**config.mk**
```make
export PLATFORM = sky130hd
export DESIGN_NAME = snitch_apb_requester_flat
export DESIGN_NICKNAME = d
export VERILOG_FILES = /design/src/rtl/snitch_apb_requester_if.sv /design/src/rtl/snitch_apb_requester.sv /design/src/flat_wrapper.sv
export SDC_FILE = /design/constraint.sdc
export NUM_CORES = 1
export LEC_CHECK = 0
export BUFFER_PORTS_ARGS = -buffer_cell sky130_fd_sc_hd__buf_2
export CORE_ASPECT_RATIO = 1.75
export CORE_MARGIN = 3
export CORE_UTILIZATION = 40
export CTS_BUF_LIST = sky130_fd_sc_hd__clkbuf_16
export DETAILED_ROUTE_END_ITERATION = 10
export HOLD_SLACK_MARGIN = 0.1
export PLACE_DENSITY = 0.73
export SLEW_MARGIN = 30
export SYNTH_ARGS = -nofsm -noshare
export SYNTH_HDL_FRONTEND = slang
export SYNTH_SLANG_ARGS = --single-unit
export TNS_END_PERCENT = 100
```
**constraint.sdc**
```tcl
create_clock -name clk_i -period 3.2 [get_ports clk_i]
set_input_delay 0.64 -clock clk_i [delete_from_list [all_inputs] [get_ports clk_i]]
set_output_delay 0.64 -clock clk_i [all_outputs]
set_load 0.005 [all_outputs]
```
**src/rtl/snitch_apb_requester_if.sv**
```systemverilog
// ----------------------------------------------------------------------------
// snitch_apb_requester_if
// Bundles the request stream, the response stream and the APB4 bus of the
// snitch_apb_requester.
//   master : the requester itself (drives req_ready, rsp_*, APB outputs, busy)
//   slave  : the environment (core-side requester plus APB responder)
// Signals:
//   req_valid_i/req_ready_o/req_addr_i/req_write_i/req_wdata_i/req_strb_i
//   rsp_valid_o/rsp_ready_i/rsp_rdata_o/rsp_error_o
//   psel_o/penable_o/pwrite_o/pprot_o/paddr_o/pwdata_o/pstrb_o
//   pready_i/prdata_i/pslverr_i, busy_o
// ----------------------------------------------------------------------------
interface snitch_apb_requester_if #(
    parameter int unsigned AddrWidth = 32,
    parameter int unsigned DataWidth = 32
);
    localparam int unsigned StrbWidth = DataWidth / 8;

    logic                 req_valid_i;
    logic                 req_ready_o;
    logic [AddrWidth-1:0] req_addr_i;
    logic                 req_write_i;
    logic [DataWidth-1:0] req_wdata_i;
    logic [StrbWidth-1:0] req_strb_i;

    logic                 rsp_valid_o;
    logic                 rsp_ready_i;
    logic [DataWidth-1:0] rsp_rdata_o;
    logic                 rsp_error_o;

    logic                 psel_o;
    logic                 penable_o;
    logic                 pwrite_o;
    logic [2:0]           pprot_o;
    logic [AddrWidth-1:0] paddr_o;
    logic [DataWidth-1:0] pwdata_o;
    logic [StrbWidth-1:0] pstrb_o;
    logic                 pready_i;
    logic [DataWidth-1:0] prdata_i;
    logic                 pslverr_i;

    logic                 busy_o;

    modport master (
        input  req_valid_i, req_addr_i, req_write_i, req_wdata_i, req_strb_i,
        output req_ready_o,
        output rsp_valid_o, rsp_rdata_o, rsp_error_o,
        input  rsp_ready_i,
        output psel_o, penable_o, pwrite_o, pprot_o, paddr_o, pwdata_o, pstrb_o,
        input  pready_i, prdata_i, pslverr_i,
        output busy_o
    );

    modport slave (
        output req_valid_i, req_addr_i, req_write_i, req_wdata_i, req_strb_i,
        input  req_ready_o,
        input  rsp_valid_o, rsp_rdata_o, rsp_error_o,
        output rsp_ready_i,
        input  psel_o, penable_o, pwrite_o, pprot_o, paddr_o, pwdata_o, pstrb_o,
        output pready_i, prdata_i, pslverr_i,
        input  busy_o
    );
endinterface

```
**src/rtl/snitch_apb_requester.sv**
```systemverilog
// ----------------------------------------------------------------------------
// snitch_apb_requester
// APB4 requester: converts a single-outstanding valid/ready request stream
// into APB SETUP/ACCESS transfers and returns a registered response.
// Ports:
//   clk_i  : clock
//   rst_i  : asynchronous, active-high reset
//   bus    : snitch_apb_requester_if.master (request, response, APB, busy)
// Optional build macro:
//   SNITCH_APB_REQUESTER_TIMEOUT_EN - abort an ACCESS phase that has waited
//   TimeoutCycles cycles without pready_i; the response then reports an error.
// ----------------------------------------------------------------------------
module snitch_apb_requester #(
    parameter int unsigned AddrWidth     = 32,
    parameter int unsigned DataWidth     = 32,
    parameter int unsigned TimeoutCycles = 256
) (
    input logic                   clk_i,
    input logic                   rst_i,
    snitch_apb_requester_if.master bus
);
    localparam int unsigned StrbWidth  = DataWidth / 8;
    localparam int unsigned OffsetBits = $clog2(StrbWidth);
    localparam logic [AddrWidth-1:0] AddrMask =
        {{(AddrWidth-OffsetBits){1'b1}}, {OffsetBits{1'b0}}};

    typedef enum logic [1:0] {IDLE, SETUP, ACCESS, RESP} state_e;

    state_e state_q, state_d;

    logic                 req_ready;
    logic                 accept;
    logic                 complete;
    logic                 abort;
    logic                 timeout_hit;

    logic [AddrWidth-1:0] addr_q;
    logic                 write_q;
    logic [DataWidth-1:0] wdata_q;
    logic [StrbWidth-1:0] strb_q;
    logic [DataWidth-1:0] rdata_q;
    logic                 error_q;

`ifdef SNITCH_APB_REQUESTER_TIMEOUT_EN
    localparam int unsigned CntWidth = $clog2(TimeoutCycles + 1);
    logic [CntWidth-1:0] cnt_q;

    // Counts stalled ACCESS cycles; cleared while in SETUP so every
    // transfer starts its ACCESS phase from zero.
    always_ff @(posedge clk_i or posedge rst_i) begin
        if (rst_i) begin
            cnt_q <= '0;
        end else if (state_q == SETUP) begin
            cnt_q <= '0;
        end else if (state_q == ACCESS && !bus.pready_i) begin
            cnt_q <= cnt_q + 1'b1;
        end
    end

    // The stalled cycle that would bring the count to the limit is the one
    // that aborts; pready_i in that same cycle takes priority in the FSM.
    assign timeout_hit = (cnt_q == CntWidth'(TimeoutCycles - 1));
`else
    // No timeout hardware: ACCESS waits for pready_i indefinitely.
    assign timeout_hit = (TimeoutCycles == 0) & 1'b0;
`endif

    always_ff @(posedge clk_i or posedge rst_i) begin
        if (rst_i) begin
            state_q <= IDLE;
        end else begin
            state_q <= state_d;
        end
    end

    always_comb begin
        state_d   = state_q;
        req_ready = 1'b0;
        complete  = 1'b0;
        abort     = 1'b0;
        unique case (state_q)
            IDLE: begin
                req_ready = 1'b1;
                if (bus.req_valid_i) state_d = SETUP;
            end
            SETUP: begin
                state_d = ACCESS;
            end
            ACCESS: begin
                if (bus.pready_i) begin
                    complete = 1'b1;
                    state_d  = RESP;
                end else if (timeout_hit) begin
                    abort   = 1'b1;
                    state_d = RESP;
                end
            end
            RESP: begin
                // Draining the response frees the requester in the same
                // cycle, allowing a back-to-back accept.
                if (bus.rsp_ready_i) begin
                    req_ready = 1'b1;
                    state_d   = bus.req_valid_i ? SETUP : IDLE;
                end
            end
            default: state_d = IDLE;
        endcase
    end

    assign accept = bus.req_valid_i & req_ready;

    // Request capture; read requests drive zero data and strobes on APB.
    always_ff @(posedge clk_i or posedge rst_i) begin
        if (rst_i) begin
            addr_q  <= '0;
            write_q <= 1'b0;
            wdata_q <= '0;
            strb_q  <= '0;
        end else if (accept) begin
            addr_q  <= bus.req_addr_i & AddrMask;
            write_q <= bus.req_write_i;
            wdata_q <= bus.req_write_i ? bus.req_wdata_i : '0;
            strb_q  <= bus.req_write_i ? bus.req_strb_i  : '0;
        end
    end

    // Response capture; held untouched while the response waits in RESP.
    always_ff @(posedge clk_i or posedge rst_i) begin
        if (rst_i) begin
            rdata_q <= '0;
            error_q <= 1'b0;
        end else if (complete) begin
            rdata_q <= write_q ? '0 : bus.prdata_i;
            error_q <= bus.pslverr_i;
        end else if (abort) begin
            rdata_q <= '0;
            error_q <= 1'b1;
        end
    end

    assign bus.req_ready_o = req_ready;

    assign bus.rsp_valid_o = (state_q == RESP);
    assign bus.rsp_rdata_o = rdata_q;
    assign bus.rsp_error_o = error_q;

    assign bus.psel_o      = (state_q == SETUP) || (state_q == ACCESS);
    assign bus.penable_o   = (state_q == ACCESS);
    assign bus.pwrite_o    = write_q;
    assign bus.pprot_o     = 3'b000;
    assign bus.paddr_o     = addr_q;
    assign bus.pwdata_o    = wdata_q;
    assign bus.pstrb_o     = strb_q;

    assign bus.busy_o      = (state_q != IDLE);

endmodule

```
**src/flat_wrapper.sv**
```systemverilog
// flat-port wrapper written by rule: the top's interface ports become plain ports
module snitch_apb_requester_flat 
#(
    parameter int unsigned AddrWidth     = 32,
    parameter int unsigned DataWidth     = 32,
    parameter int unsigned TimeoutCycles = 256
)
  (clk_i, rst_i, bus_req_valid_i, bus_req_addr_i, bus_req_write_i, bus_req_wdata_i, bus_req_strb_i, bus_req_ready_o, bus_rsp_valid_o, bus_rsp_rdata_o, bus_rsp_error_o, bus_rsp_ready_i, bus_psel_o, bus_penable_o, bus_pwrite_o, bus_pprot_o, bus_paddr_o, bus_pwdata_o, bus_pstrb_o, bus_pready_i, bus_prdata_i, bus_pslverr_i, bus_busy_o);
  snitch_apb_requester_if #(.AddrWidth(AddrWidth), .DataWidth(DataWidth)) bus_i ();
  input logic clk_i;
  input logic rst_i;
  input wire logic [$bits(bus_i.req_valid_i)-1:0] bus_req_valid_i;
  input wire logic [$bits(bus_i.req_addr_i)-1:0] bus_req_addr_i;
  input wire logic [$bits(bus_i.req_write_i)-1:0] bus_req_write_i;
  input wire logic [$bits(bus_i.req_wdata_i)-1:0] bus_req_wdata_i;
  input wire logic [$bits(bus_i.req_strb_i)-1:0] bus_req_strb_i;
  output wire logic [$bits(bus_i.req_ready_o)-1:0] bus_req_ready_o;
  output wire logic [$bits(bus_i.rsp_valid_o)-1:0] bus_rsp_valid_o;
  output wire logic [$bits(bus_i.rsp_rdata_o)-1:0] bus_rsp_rdata_o;
  output wire logic [$bits(bus_i.rsp_error_o)-1:0] bus_rsp_error_o;
  input wire logic [$bits(bus_i.rsp_ready_i)-1:0] bus_rsp_ready_i;
  output wire logic [$bits(bus_i.psel_o)-1:0] bus_psel_o;
  output wire logic [$bits(bus_i.penable_o)-1:0] bus_penable_o;
  output wire logic [$bits(bus_i.pwrite_o)-1:0] bus_pwrite_o;
  output wire logic [$bits(bus_i.pprot_o)-1:0] bus_pprot_o;
  output wire logic [$bits(bus_i.paddr_o)-1:0] bus_paddr_o;
  output wire logic [$bits(bus_i.pwdata_o)-1:0] bus_pwdata_o;
  output wire logic [$bits(bus_i.pstrb_o)-1:0] bus_pstrb_o;
  input wire logic [$bits(bus_i.pready_i)-1:0] bus_pready_i;
  input wire logic [$bits(bus_i.prdata_i)-1:0] bus_prdata_i;
  input wire logic [$bits(bus_i.pslverr_i)-1:0] bus_pslverr_i;
  output wire logic [$bits(bus_i.busy_o)-1:0] bus_busy_o;
  assign bus_i.req_valid_i = bus_req_valid_i;
  assign bus_i.req_addr_i = bus_req_addr_i;
  assign bus_i.req_write_i = bus_req_write_i;
  assign bus_i.req_wdata_i = bus_req_wdata_i;
  assign bus_i.req_strb_i = bus_req_strb_i;
  assign bus_req_ready_o = bus_i.req_ready_o;
  assign bus_rsp_valid_o = bus_i.rsp_valid_o;
  assign bus_rsp_rdata_o = bus_i.rsp_rdata_o;
  assign bus_rsp_error_o = bus_i.rsp_error_o;
  assign bus_i.rsp_ready_i = bus_rsp_ready_i;
  assign bus_psel_o = bus_i.psel_o;
  assign bus_penable_o = bus_i.penable_o;
  assign bus_pwrite_o = bus_i.pwrite_o;
  assign bus_pprot_o = bus_i.pprot_o;
  assign bus_paddr_o = bus_i.paddr_o;
  assign bus_pwdata_o = bus_i.pwdata_o;
  assign bus_pstrb_o = bus_i.pstrb_o;
  assign bus_i.pready_i = bus_pready_i;
  assign bus_i.prdata_i = bus_prdata_i;
  assign bus_i.pslverr_i = bus_pslverr_i;
  assign bus_busy_o = bus_i.busy_o;
  snitch_apb_requester #(.AddrWidth(AddrWidth), .DataWidth(DataWidth), .TimeoutCycles(TimeoutCycles)) u_core (.clk_i(clk_i), .rst_i(rst_i), .bus(bus_i));
endmodule
```
==> qor.csv <==
metric,value,unit
status,completed,
dieWidth,83.4,um
cp_top_family,buffers and inverters,
gp_congestion,0.753,
hold_buffers,0,
critPathKind,reg2out,
drc_errors,0,
netlist_area,4200,sq um
dieArea,11800,sq um
post-route-min-period,2.28,ns
ys_types,29,
ir_drop,619,uV
power.leakage,0.00294,uW
path_cells,inv_1 -> ha_1 -> a21oi_2 -> buf_4 -> nor2_1 -> buf_2,
grt_pass1_vias,3439,
numPortBuffers,209,
num_io_pins,217,
finClkSkew,0.00696,ns
slew_violations,0,
ys_seq_elements,102,
coreArea,10000,sq um
arrival,1.64,ns
drt_wl_total,10400,um
cp_slowest_cell,dfrtp_1,
finalCritPeriodShare,71.4,%
drt-initial-drc-count,102,
max_stage_delay,0.40,ns
powerDensity,940,nW/um^2
grt_overflow,0,
grt_pass1_wl,16800,um
cts_root_buffer,clkbuf_16,
relSlewSlack,44.0,%
start_kind,flop,
rsz0062_at_grt,false,
nets,674,
fin_util,55.6,%
hp-class,in2async,
worstPathRequired,2.56,ns
synthCells,363,
grt_antenna_before_repair,0,
fp-row-count,48,
clk_path_buf_depth,2,
num_vias,3353,
wl_per_cell,15.1,um
area_growth,32.9,%
hpwl,7840,um
fin_tns_setup,0,ns
fmax,438,MHz
worst_pin_slew,0.838,ns
yosysSeqAreaShare,60.8,%
grt_max_degree,66,
r2r.worst_path.cells,6,
clkSinkCount,102,
endpoint_kind,primary output,
final_common_cell,buf_2,
drive_gt1_share,46.1,%
r2r_setup_slack,1.02,ns
cp_max_fo,22,
htreeDepth,3,
worst-path-stages,6,
drtPass1Iterations,6,
clock_latency,0.33,ns
die_h,141,um
numCtsBuffers,9,
post_cts_buffers,0,
cp_num_buf_inv,3,
layout_common_cells,"buf_2, dfrtp_1, o21ai_0, nand2_1, nand2b_1",
post_cts_resize_count,0,
avgSynthCellArea,11.6,sq um
diodes,0,
clk_pin_slew,0.07,ns
viasPerCell,4.85,
cts_tree,built,
maxCapViolations,0,
final_hold_viol_count,0,
ys_warn_count,0,
initial_core_util,41.8,%
setup_viol,0,
grtUsageTotal,17.6,%
ant_nets,0,
==> cells by family after synthesis <==
group,synth area share (%)
DFF,60.8
and+or+nand+nor,11.7
AOI/OAI and AO/OA,12.9
buffers and inverters,4.44
muxes,8.59
adders and majority gates,1.49
other,0.0894
==> cell usage after synthesis <==
cell	n	area, sq um
dfrtp_1	102	2550
o21ai_0	72	360
nand2_1	53	199
nand2b_1	32	200
mux2_2	28	315
clkbuf_1	17	63.8
a22o_1	16	140
buf_4	5	37.5
ha_1	5	62.6
buf_6	4	45.0
inv_1	4	15.0
mux2_1	4	45.0
a21o_1	2	15.0
buf_2	2	10.0
nor2_1	2	7.51
nor2b_1	2	12.5
a211oi_1	1	7.51
a21oi_2	1	8.76
a2bb2oi_1	1	8.76
and2b_1	1	7.51
and3_1	1	6.26
buf_8	1	15.0
conb_1	1	3.75
nand2_2	1	6.26
nand2b_4	1	13.8
nor2_2	1	6.26
nor2b_4	1	13.8
nor3_2	1	10.0
nor4_1	1	6.26
==> stage by stage <==
step                      hold slack [ns]  power [uW]  cells  setup WS [ns]  instance area (sq um)
final                               0.464        5240    691          0.915                   5570
after global placement              0.460        4160    676           1.10                   5290
after CTS                           0.480        5330    691          0.889                   5570
after floorplan                     0.473        3350    367           1.34                   4210
after global routing                0.508        5640    691          0.770                   5570
after detailed placement            0.467        4270    676           1.03                   5290
==> layout make-up <==
cell class,count,area [sq um]
well taps,125,156
clock inverters,6,53.8
fillers,914,4460
multi-input cells,232,1480
clock buffers,9,225
flip-flops and latches,102,2550
inverters,4,18.8
repair buffers,213,1090
==> power by group <==
group / internal (uW) / switching (uW)
registers: 1880 / 338
clock network: 592 / 433
logic: 1040 / 954
==> per-layer routing <==
metal  global-route usage [%]  vias up  part of all wire, %
met5                        0        -                    0
met4                     6.69        0                  2.2
met3                     4.53       15                  6.7
met2                     31.9      133                   55
met1                     19.8     1593                   36
li1                         -     1612                    -
==> flip-flops by register name, indices dropped and copies added, names as in the netlist <==
| register | flops |
|---|---|
| u_core.bus.pwdata_o | 32 |
| u_core.bus.rsp_rdata_o | 32 |
| u_core.bus.paddr_o | 30 |
| u_core.bus.pstrb_o | 4 |
| u_core.state_q | 2 |
| u_core.bus.pwrite_o | 1 |
| u_core.bus.rsp_error_o | 1 |
==> path summary, 6_finish.rpt <==
kind	end	startpoint
setup reg to reg	u_core.bus.paddr_o[21]	u_core.state_q[0]
max in group asynchronous	u_core.state_q[1]	rst_i
setup / recovery	bus_req_ready_o	u_core.state_q[0]
hold / removal	u_core.bus.paddr_o[22]	rst_i
hold reg to reg	u_core.bus.rsp_rdata_o[24]	u_core.bus.rsp_rdata_o[24]
min in group clk_i	u_core.bus.rsp_rdata_o[24]	u_core.bus.rsp_rdata_o[24]
Note: power is estimated with default switching activity, not from simulation.
